--- config.mk ---
export PLATFORM = sky130hd
export DESIGN_NAME = reg_context_engine
export DESIGN_NICKNAME = d
export VERILOG_FILES = /design/src/rtl/ctx_pkg.sv /design/src/rtl/reg_context_engine.sv
export SDC_FILE = /design/constraint.sdc
export NUM_CORES = 1
export LEC_CHECK = 0
export BUFFER_PORTS_ARGS = -buffer_cell sky130_fd_sc_hd__buf_2
export CORE_ASPECT_RATIO = 0.8
export CORE_MARGIN = 2
export CORE_UTILIZATION = 40
export DETAILED_ROUTE_END_ITERATION = 6
export PLACE_DENSITY = 0.68
export SYNTH_ARGS = -nofsm -noshare
export SYNTH_HDL_FRONTEND = slang
export SYNTH_SLANG_ARGS = --single-unit
--- constraint.sdc ---
create_clock -name CLK -period 4 [get_ports CLK]
set_clock_uncertainty 0.2 [all_clocks]
set_input_delay 0.8 -clock CLK [delete_from_list [all_inputs] [get_ports CLK]]
set_output_delay 0.8 -clock CLK [all_outputs]
set_load 0.05 [all_outputs]
--- src/rtl/ctx_pkg.sv ---
// Shared types and constants for the register context save/restore engine.
// Build option: define CTX_SKIP_R0_EN to leave register 0 out of every transfer.
package ctx_pkg;

  localparam int NUM_REGS  = 8;
  localparam int ADDR_W    = 3;
  localparam int DATA_W    = 16;
  localparam int ADDR_STEP = 2;
  localparam int MEM_AW    = 16;

  typedef enum logic [2:0] {
    IDLE       = 3'd0,
    SAVE       = 3'd1,
    RESTORE_RD = 3'd2,
    RESTORE_WR = 3'd3,
    DONE       = 3'd4
  } ctx_state_e;

  localparam logic [ADDR_W-1:0] LAST_IDX = ADDR_W'(NUM_REGS - 1);

`ifdef CTX_SKIP_R0_EN
  localparam logic [ADDR_W-1:0] FIRST_IDX = ADDR_W'(1);
`else
  localparam logic [ADDR_W-1:0] FIRST_IDX = ADDR_W'(0);
`endif

  // Memory slot for a register; wraps silently past 0xFFFF.
  function automatic logic [MEM_AW-1:0] slot_addr(input logic [MEM_AW-1:0] base,
                                                  input logic [ADDR_W-1:0] idx);
    return base + (MEM_AW'(idx) * MEM_AW'(ADDR_STEP));
  endfunction

endpackage

--- src/rtl/reg_context_engine.sv ---
// Moves the register set between the register file and data memory (save / restore).
// Build option: CTX_SKIP_R0_EN (see ctx_pkg) starts every transfer at register 1.
module reg_context_engine
  import ctx_pkg::*;
(
  input  logic              CLK,
  input  logic              Reset,
  input  logic              Start_save,
  input  logic              Start_restore,
  input  logic [MEM_AW-1:0] Base_addr,
  output logic              Busy,
  output logic              Done,
  output logic [ADDR_W-1:0] Reg_rd_addr,
  input  logic [DATA_W-1:0] Reg_rd_data,
  output logic [ADDR_W-1:0] Reg_wr_addr,
  output logic [DATA_W-1:0] Reg_wr_data,
  output logic              Reg_Write,
  output logic              Mem_req,
  output logic              Mem_we,
  output logic [MEM_AW-1:0] Mem_addr,
  output logic [DATA_W-1:0] Mem_wdata,
  input  logic [DATA_W-1:0] Mem_rdata,
  input  logic              Mem_ready
);

  ctx_state_e        state_q, state_d;
  logic [ADDR_W-1:0] idx_q, idx_d;
  logic [MEM_AW-1:0] base_q, base_d;
  logic [DATA_W-1:0] hold_q, hold_d;

  logic              busy_q, busy_d;
  logic              done_q, done_d;
  logic              reg_write_q, reg_write_d;
  logic              mem_req_q, mem_req_d;
  logic              mem_we_q, mem_we_d;
  logic [ADDR_W-1:0] rd_addr_q, rd_addr_d;
  logic [ADDR_W-1:0] wr_addr_q, wr_addr_d;
  logic [DATA_W-1:0] wr_data_q, wr_data_d;
  logic [MEM_AW-1:0] mem_addr_q, mem_addr_d;

  // Next-state logic; outputs are decoded from the next state so they leave flops.
  always_comb begin
    state_d = state_q;
    idx_d   = idx_q;
    base_d  = base_q;
    hold_d  = hold_q;

    case (state_q)
      IDLE: begin
        if (Start_save) begin
          state_d = SAVE;
          base_d  = Base_addr;
          idx_d   = FIRST_IDX;
        end else if (Start_restore) begin
          state_d = RESTORE_RD;
          base_d  = Base_addr;
          idx_d   = FIRST_IDX;
        end else begin
          state_d = IDLE;
        end
      end
      SAVE: begin
        if (!Mem_ready) begin
          state_d = SAVE;
        end else if (idx_q == LAST_IDX) begin
          state_d = DONE;
        end else begin
          idx_d = idx_q + ADDR_W'(1);
        end
      end
      RESTORE_RD: begin
        if (Mem_ready) begin
          hold_d  = Mem_rdata;
          state_d = RESTORE_WR;
        end else begin
          state_d = RESTORE_RD;
        end
      end
      RESTORE_WR: begin
        if (idx_q == LAST_IDX) begin
          state_d = DONE;
        end else begin
          idx_d   = idx_q + ADDR_W'(1);
          state_d = RESTORE_RD;
        end
      end
      DONE:    state_d = IDLE;
      default: state_d = IDLE;
    endcase

    busy_d      = (state_d == SAVE) || (state_d == RESTORE_RD) || (state_d == RESTORE_WR);
    done_d      = (state_d == DONE);
    mem_req_d   = (state_d == SAVE) || (state_d == RESTORE_RD);
    mem_we_d    = (state_d == SAVE);
    reg_write_d = (state_d == RESTORE_WR);
    mem_addr_d  = mem_req_d   ? slot_addr(base_d, idx_d) : {MEM_AW{1'b0}};
    rd_addr_d   = mem_we_d    ? idx_d  : {ADDR_W{1'b0}};
    wr_addr_d   = reg_write_d ? idx_d  : {ADDR_W{1'b0}};
    wr_data_d   = reg_write_d ? hold_d : {DATA_W{1'b0}};
  end

  // State, datapath and output registers; reset abandons any transfer in flight.
  always_ff @(posedge CLK or negedge Reset) begin
    if (!Reset) begin
      state_q     <= IDLE;
      idx_q       <= {ADDR_W{1'b0}};
      base_q      <= {MEM_AW{1'b0}};
      hold_q      <= {DATA_W{1'b0}};
      busy_q      <= 1'b0;
      done_q      <= 1'b0;
      reg_write_q <= 1'b0;
      mem_req_q   <= 1'b0;
      mem_we_q    <= 1'b0;
      rd_addr_q   <= {ADDR_W{1'b0}};
      wr_addr_q   <= {ADDR_W{1'b0}};
      wr_data_q   <= {DATA_W{1'b0}};
      mem_addr_q  <= {MEM_AW{1'b0}};
    end else begin
      state_q     <= state_d;
      idx_q       <= idx_d;
      base_q      <= base_d;
      hold_q      <= hold_d;
      busy_q      <= busy_d;
      done_q      <= done_d;
      reg_write_q <= reg_write_d;
      mem_req_q   <= mem_req_d;
      mem_we_q    <= mem_we_d;
      rd_addr_q   <= rd_addr_d;
      wr_addr_q   <= wr_addr_d;
      wr_data_q   <= wr_data_d;
      mem_addr_q  <= mem_addr_d;
    end
  end

  assign Busy        = busy_q;
  assign Done        = done_q;
  assign Reg_Write   = reg_write_q;
  assign Mem_req     = mem_req_q;
  assign Mem_we      = mem_we_q;
  assign Mem_addr    = mem_addr_q;
  assign Reg_rd_addr = rd_addr_q;
  assign Reg_wr_addr = wr_addr_q;
  assign Reg_wr_data = wr_data_q;
  // Save data flows straight from the register file read port to memory.
  assign Mem_wdata   = mem_we_q ? Reg_rd_data : {DATA_W{1'b0}};

endmodule

==> results.md, run 1 <==
- H-tree levels: 3
- Cts bufs inserted: 9
- First-pass GRT wire length: 10600 um
- Critical Path Max Stage Delay: 0.51 ns
- Psw: 1390 uW
- Yosys warning count: 0
- Area of the multi-input gates: 1190 um2
- Setup violations, final: 0
- Worst setup EP type: flip-flop
- CP Max Fanout: 6
- M1 WL: 3000 um
- Max layer used: met4
- Clock share of power: 18.4%
- Peak supply drop: 440 uV
- Top cells by area, synth: dfrtp_1 (56%), and2_1 (7.5%), nand2_1 (3.6%)
- Area leader, netlist: dfrtp_1
- Max clock buf depth: 2
- Most frequent CP cell: ha_1
- DRC errors left: 0
- Vias in the first global route: 2154
- Final cell count without fillers: 470
- Slew @ Worst Pin: 0.636 ns
- Async set-reset flop share out of synthesis: 100%
- Most frequent cells in the layout: buf_2 (111), dfrtp_1 (65), and2_1 (35)
- Fmax: 292 MHz
- Hold Path Class: reg2reg
- Synthesized Nets: 318
- Crit path launch type: flip-flop
- Nets: 438
- Root buf cell: clkbuf_8
- Fin crit share: 85.8%
- Yosys cell types: 49
- GRT Resource Usage Total: 17.2%
- Placed cells: 456
- Routed vias: 2277
- Design area: 3750 um2
- Clk sink count: 65
- GR Overflow Total: 0
- Internal cell power: 1660 uW
- Outcome: complete, no violations
- DR iter-0 viols: 156
- Setup TNS: 0 ns
- Post-synth EDFFs: 0
- DIE WIDTH: 99.2 um
- Register area share after synthesis: 56.1%
- Register area: 1630 um2
- Synth Flop Type: dfrtp_1
- Crit-path cells: ha_1 > a2111oi_1 > nor2_1 > mux2i_1 > inv_1 > ha_1 > fa_1 > a21o_1 > and3_1 > a32oi_1 > xnor2_1 > and2_1
- Core area: 6960 um2
- IO buf count: 111
- Total power per unit cell area: 812 nW/um2
- Reg clk slew, reported paths: 0.07 ns
- CP Class: reg2reg
- FF+latch count, synth: 65
- TritonCTS clock tree: done
- Combinational Power Share: 49.3%
- Final Hold Viols: 0
- Fraction of layout cells with a size suffix above 1: 38.6%
- Wire length per cell: 13.9 um
- Most common cell after layout, fill and taps aside: buf_2
- Part of the power in registers: 32.3%
- Fillers: 640
- Row cnt: 27
- Sw Share: 45.5%
- Slew HR: 57.6%
- DP HPWL: 4990 um
- Crit path arrival time: 3.46 ns
- Syn Area/Cell: 11.2 um2
- Pins Over Slew Limit: 0
- LEAKAGE: 0.00198 uW
- Area after DPL: 3550 um2
- CTS Hold Buffers Added: 0
- Crit-path slowest cell: a2111oi_1
- Post-CTS Setup Repair Bufs: 0
- Power, Total: 3050 uW
- Initial cell density of the core: 41.7%
- # diodes: 0
- Vias/cell: 4.84
- Post-synth top area share: 56.1%
- Final min period: 3.43 ns
- Metal3 WL: 508 um
- RePlAce Congestion: 0.868
- Met2 WL: 2940 um
- Worst skew pair latency: 0.33 ns
- RSZ-0062 raised after global routing: no
- Initial antenna violation count: 0
- Area grow syn2layout: 29.5%
- Post-synthesis cell count: 260
- Post-route ant nets: 0
- Chip height: 80.2 um
- Synth Cell Area: 2900 um2
- Largest net degree at the start of global routing: 39
- First-pass detailed-route iteration total: 4
- CTS resizes: 0
- Ports: 112
- WL final: 6540 um
- Worst EP required: 4.03 ns
- Die Area: 7950 um2
- Max-cap violation count: 0
## synthesized netlist by cell type, types with 2 or more instances
master    count
o221ai_1      3
mux2_2        4
a22oi_1       2
and2_1       35
a32oi_1       2
nand2_1      28
nor3_1        3
nand3_1       9
a21oi_1      11
and3_1        7
mux2i_1       4
a211oi_1      2
xor2_1        4
ha_1          4
o21ai_0       3
nor2_1       18
xnor2_1       3
nor2_8        2
a21o_1        2
clkbuf_1      3
dfrtp_1      65
mux2_4        3
inv_1        10
nand4_1       5
inv_2         2
or2_1         3
## sequential cells by signal, indices dropped and copies added (netlist names)
register	flops
Reg_wr_data	16
state_q	3
Done	1
Reg_rd_addr	3
Mem_we	1
Busy	1
base_q	16
Reg_wr_addr	3
Mem_addr	16
Reg_Write	1
idx_q	3
Mem_req	1
## stage by stage
step / setup slack (ns) / util (%) / hold WS [ns]
2_1_floorplan: 0.535 / - / 0.239
3_3_place_gp: 0.316 / 51.0 / 0.252
3_5_place_dp: 0.286 / 51.0 / 0.269
4_1_cts: 0.538 / 54.0 / 0.286
5_1_grt: 0.269 / 54.0 / 0.299
6_report: 0.570 / 54.0 / 0.285
## critical path, delay by kind of cell, from the launching register on
family	cells	cell delay, ns
compound gates	3	0.96
fa+ha+maj	3	0.93
simple gates	3	0.45
flops	1	0.39
mux	1	0.24
buf+inv	1	0.10
xor+xnor	1	0.08
## layer usage
layer	GRT usage (%)	vias up
met5	0	-
met1	23.1	1068
met2	25.9	83
met3	6.61	8
li1	-	1118
met4	5.07	0
## cell type report
class / count / area share (%)
clock inverters: 2 / 1.00
well taps: 87 / 2.90
clock buffers: 12 / 4.40
repair buffers: 115 / 15.6
flip-flops and latches: 65 / 43.3
multi-input cells: 177 / 31.6
inverters: 12 / 1.20
## kinds of logic (layout without fill, tap and decap cells)
logic type      Yosys count  in the layout  share of synthesized area (%)
xor+xnor                  7              7                           2.11
mux                      11             11                           4.49
compound gates           35             35                           9.02
buf+inv                  18            141                           3.02
fa+ha+maj                 5              5                           2.42
flops                    65             65                           56.1
simple gates            119            119                           22.9
## power by group through the flow
stage	clock, uW	combinational [uW]	sequential (uW)
6_report	561	1500	984
4_1_cts	578	1510	984
3_5_place_dp	0	1510	993
2_1_floorplan	0	780	1350
3_3_place_gp	0	1490	990
5_1_grt	614	1630	1010
## worst paths after layout
check	start	endpoint	slack, ns	depth (start not counted)
worst max-delay path	idx_q[0]	Mem_addr[13]	0.57	12
worst min-delay path	base_q[0]	base_q[0]	0.28	2
worst max register to register	idx_q[0]	Mem_addr[13]	0.57	12
worst min register to register	base_q[0]	base_q[0]	0.28	2
max in group asynchronous	Reset	Reg_wr_data[10]	2.40	2
min in group asynchronous	Reset	base_q[0]	0.29	1
No activity file was read; power rests on OpenSTA's default activity.
==> inputs of run 2 (changes only) <==
- REMOVE_ABC_BUFFERS: unset -> 1
==> run 2 against run 1 <==
Against the previous run: clock power down 3%; first-iteration DRC count down 38%; sequential power about the same; die area unchanged.
==> results.md, run 2 (same netlist as run 1, synthesis figures left out) <==
- # diodes: 0 (unchanged)
- Slew HR: 62.8% (+5.2 points)
- First-pass GRT wire length: 10700 um (+1.6%)
- Crit-path cells: ha_1 > a2111oi_1 > buf_4 > nor2_1 > mux2i_1 > inv_1 > ha_1 > fa_1 > a21o_1 > and3_1 > a32oi_1 > xnor2_1 > and2_1
- GR Overflow Total: 0 (unchanged)
- Peak supply drop: 502 uV (+14%)
- WL final: 6610 um (+1.0%)
- Pins Over Slew Limit: 0 (unchanged)
- Crit path launch type: flip-flop
- Power, Total: 3040 uW (-0.28%)
- DR iter-0 viols: 97 (-38%)
- Largest net degree at the start of global routing: 46 (+18%)
- Most common cell after layout, fill and taps aside: buf_2
- Slew @ Worst Pin: 0.558 ns (-0.0778 ns)
- Core area: 6960 um2 (unchanged)
- R2R Path End: Mem_addr[13]
- DIE WIDTH: 99.2 um (unchanged)
- Worst setup EP type: flip-flop
- Crit path arrival time: 3.63 ns (+0.17 ns)
- Worst r2r src: idx_q[0]
- Reg clk slew, reported paths: 0.07 ns (about the same)
- Critical Path Max Stage Delay: 0.47 ns (-0.04 ns)
- Vias/cell: 4.90 (+1.2%)
- Fraction of layout cells with a size suffix above 1: 39.0% (+0.32 points)
- Root buf cell: clkbuf_8
- Fmax: 278 MHz (-4.5%)
- CP Class: reg2reg
- Hold Path Class: in2async
- Wire length per cell: 14.0 um (+0.60%)
- Ports: 112 (unchanged)
- GRT Resource Usage Total: 17.3% (+0.11 points)
- Reg2Reg Depth: 13 (+1)
- Fillers: 640 (unchanged)
- DP HPWL: 4870 um (-2.3%)
- Post-route ant nets: 0 (unchanged)
- CP Max Fanout: 6 (unchanged)
- LEAKAGE: 0.00197 uW (-0.48%)
- RePlAce Congestion: 0.846 (-2.6%)
- Routed vias: 2314 (+1.6%)
- Worst EP required: 4.03 ns (about the same)
- Clk sink count: 65 (unchanged)
- First-pass detailed-route iteration total: 4 (unchanged)
- CP Capture Point: Mem_addr[13]
- Setup violations, final: 0 (unchanged)
- Initial antenna violation count: 0 (unchanged)
- Fin crit share: 89.8% (+4.0 points)
- CTS resizes: 0 (unchanged)
- Row cnt: 27 (unchanged)
- Total power per unit cell area: 811 nW/um2 (about the same)
- Cts bufs inserted: 9 (unchanged)
- Worst skew pair latency: 0.34 ns (about the same)
- Setup TNS: 0 ns (unchanged)
- Post-CTS Setup Repair Bufs: 0 (unchanged)
- Die Area: 7950 um2 (unchanged)
- Worst Setup SP: idx_q[0]
- Crit-path slowest cell: a2111oi_1
- Area grow syn2layout: 29.2%
- FF-to-FF setup slack: 0.41 ns (-0.16 ns)
- Final min period: 3.59 ns (+0.162 ns)
- Outcome: complete, no violations
- Register area: 1630 um2 (unchanged)
- H-tree levels: 3 (unchanged)
- Final Core Density: 53.8% (-0.11 points)
- DRC errors left: 0 (unchanged)
- Max-cap violation count: 0 (unchanged)
- Most frequent CP cell: ha_1
- RSZ-0062 raised after global routing: no
- Max clock buf depth: 2 (unchanged)
- Vias in the first global route: 2292 (+6.4%)
- Chip height: 80.2 um (unchanged)
- IO buf count: 111 (unchanged)
- Initial cell density of the core: 41.7% (unchanged)
- Final Hold Viols: 0 (unchanged)
- CTS Hold Buffers Added: 0 (unchanged)
- Most frequent cells in the layout: buf_2 (111), dfrtp_1 (65), and2_1 (35)
- TritonCTS clock tree: done
- Nets: 438 (unchanged)
- Area of the multi-input gates: 1190 um2 (unchanged)
## run 2: cell types whose count changed in the layout (fill, tap and decap cells not counted)
cell | before | now
clkbuf_8 | 12 | 9
clkinv_2 | 0 | 2
clkinv_4 | 0 | 1
clkinvlp_4 | 1 | 3
## run 2: how the worst min path moves through the flow
stage / end / from
finish: Mem_addr[9] / Reset
global route: Mem_addr[8] / Reset
CTS: Mem_addr[7] / Reset
detailed placement: base_q[0] / base_q[0]
global placement: base_q[0] / base_q[0]
floorplan: base_q[0] / base_q[0]
## run 2: area by class of cell
| class | instances | share of cell area [%] |
|---|---|---|
| sequential | 65 | 43.4 |
| multi-input combinational | 177 | 31.7 |
| timing repair buffer | 115 | 15.6 |
| clock buffer | 9 | 3.31 |
| tap | 87 | 2.90 |
| clock inverter | 7 | 1.90 |
| inverter | 12 | 1.20 |
## run 2: worst max-delay path, delay by kind of cell, from the launching register on
kind                     cells  cell delay [ns]
AO/OA/AOI/OAI                3             0.93
flip-flops                   1             0.40
multiplexers                 1             0.23
buffers and inverters        2             0.31
XOR/XNOR                     1             0.09
adder cells (fa/ha/maj)      3             0.93
AND/OR/NAND/NOR              3             0.39
## run 2: per-stage QoR
step / instances / setup slack [ns] / hold WS, ns / instance area (um2)
after floorplan: 254 / 0.535 / 0.239 / 2860
after global placement: 456 / 0.268 / 0.255 / 3550
after detailed placement: 456 / 0.205 / 0.269 / 3550
after CTS: 472 / 0.421 / 0.207 / 3750
after global routing: 472 / 0.145 / 0.224 / 3750
final: 472 / 0.408 / 0.193 / 3750
## run 2: where the power goes
part	internal, uW	total, uW	switching, uW
sequential	874	987	112
combinational	458	1510	1050
clock	286	546	260
## run 2: metal layers
| metal | global-route usage (%) | routed length (um) | vias up |
|---|---|---|---|
| li1 | - | - | 1127 |
| met4 | 5.21 | 108 | 0 |
| met2 | 26.6 | 2980 | 85 |
| met5 | 0 | 0 | - |
| met3 | 6.79 | 493 | 11 |
| met1 | 22.7 | 3030 | 1091 |
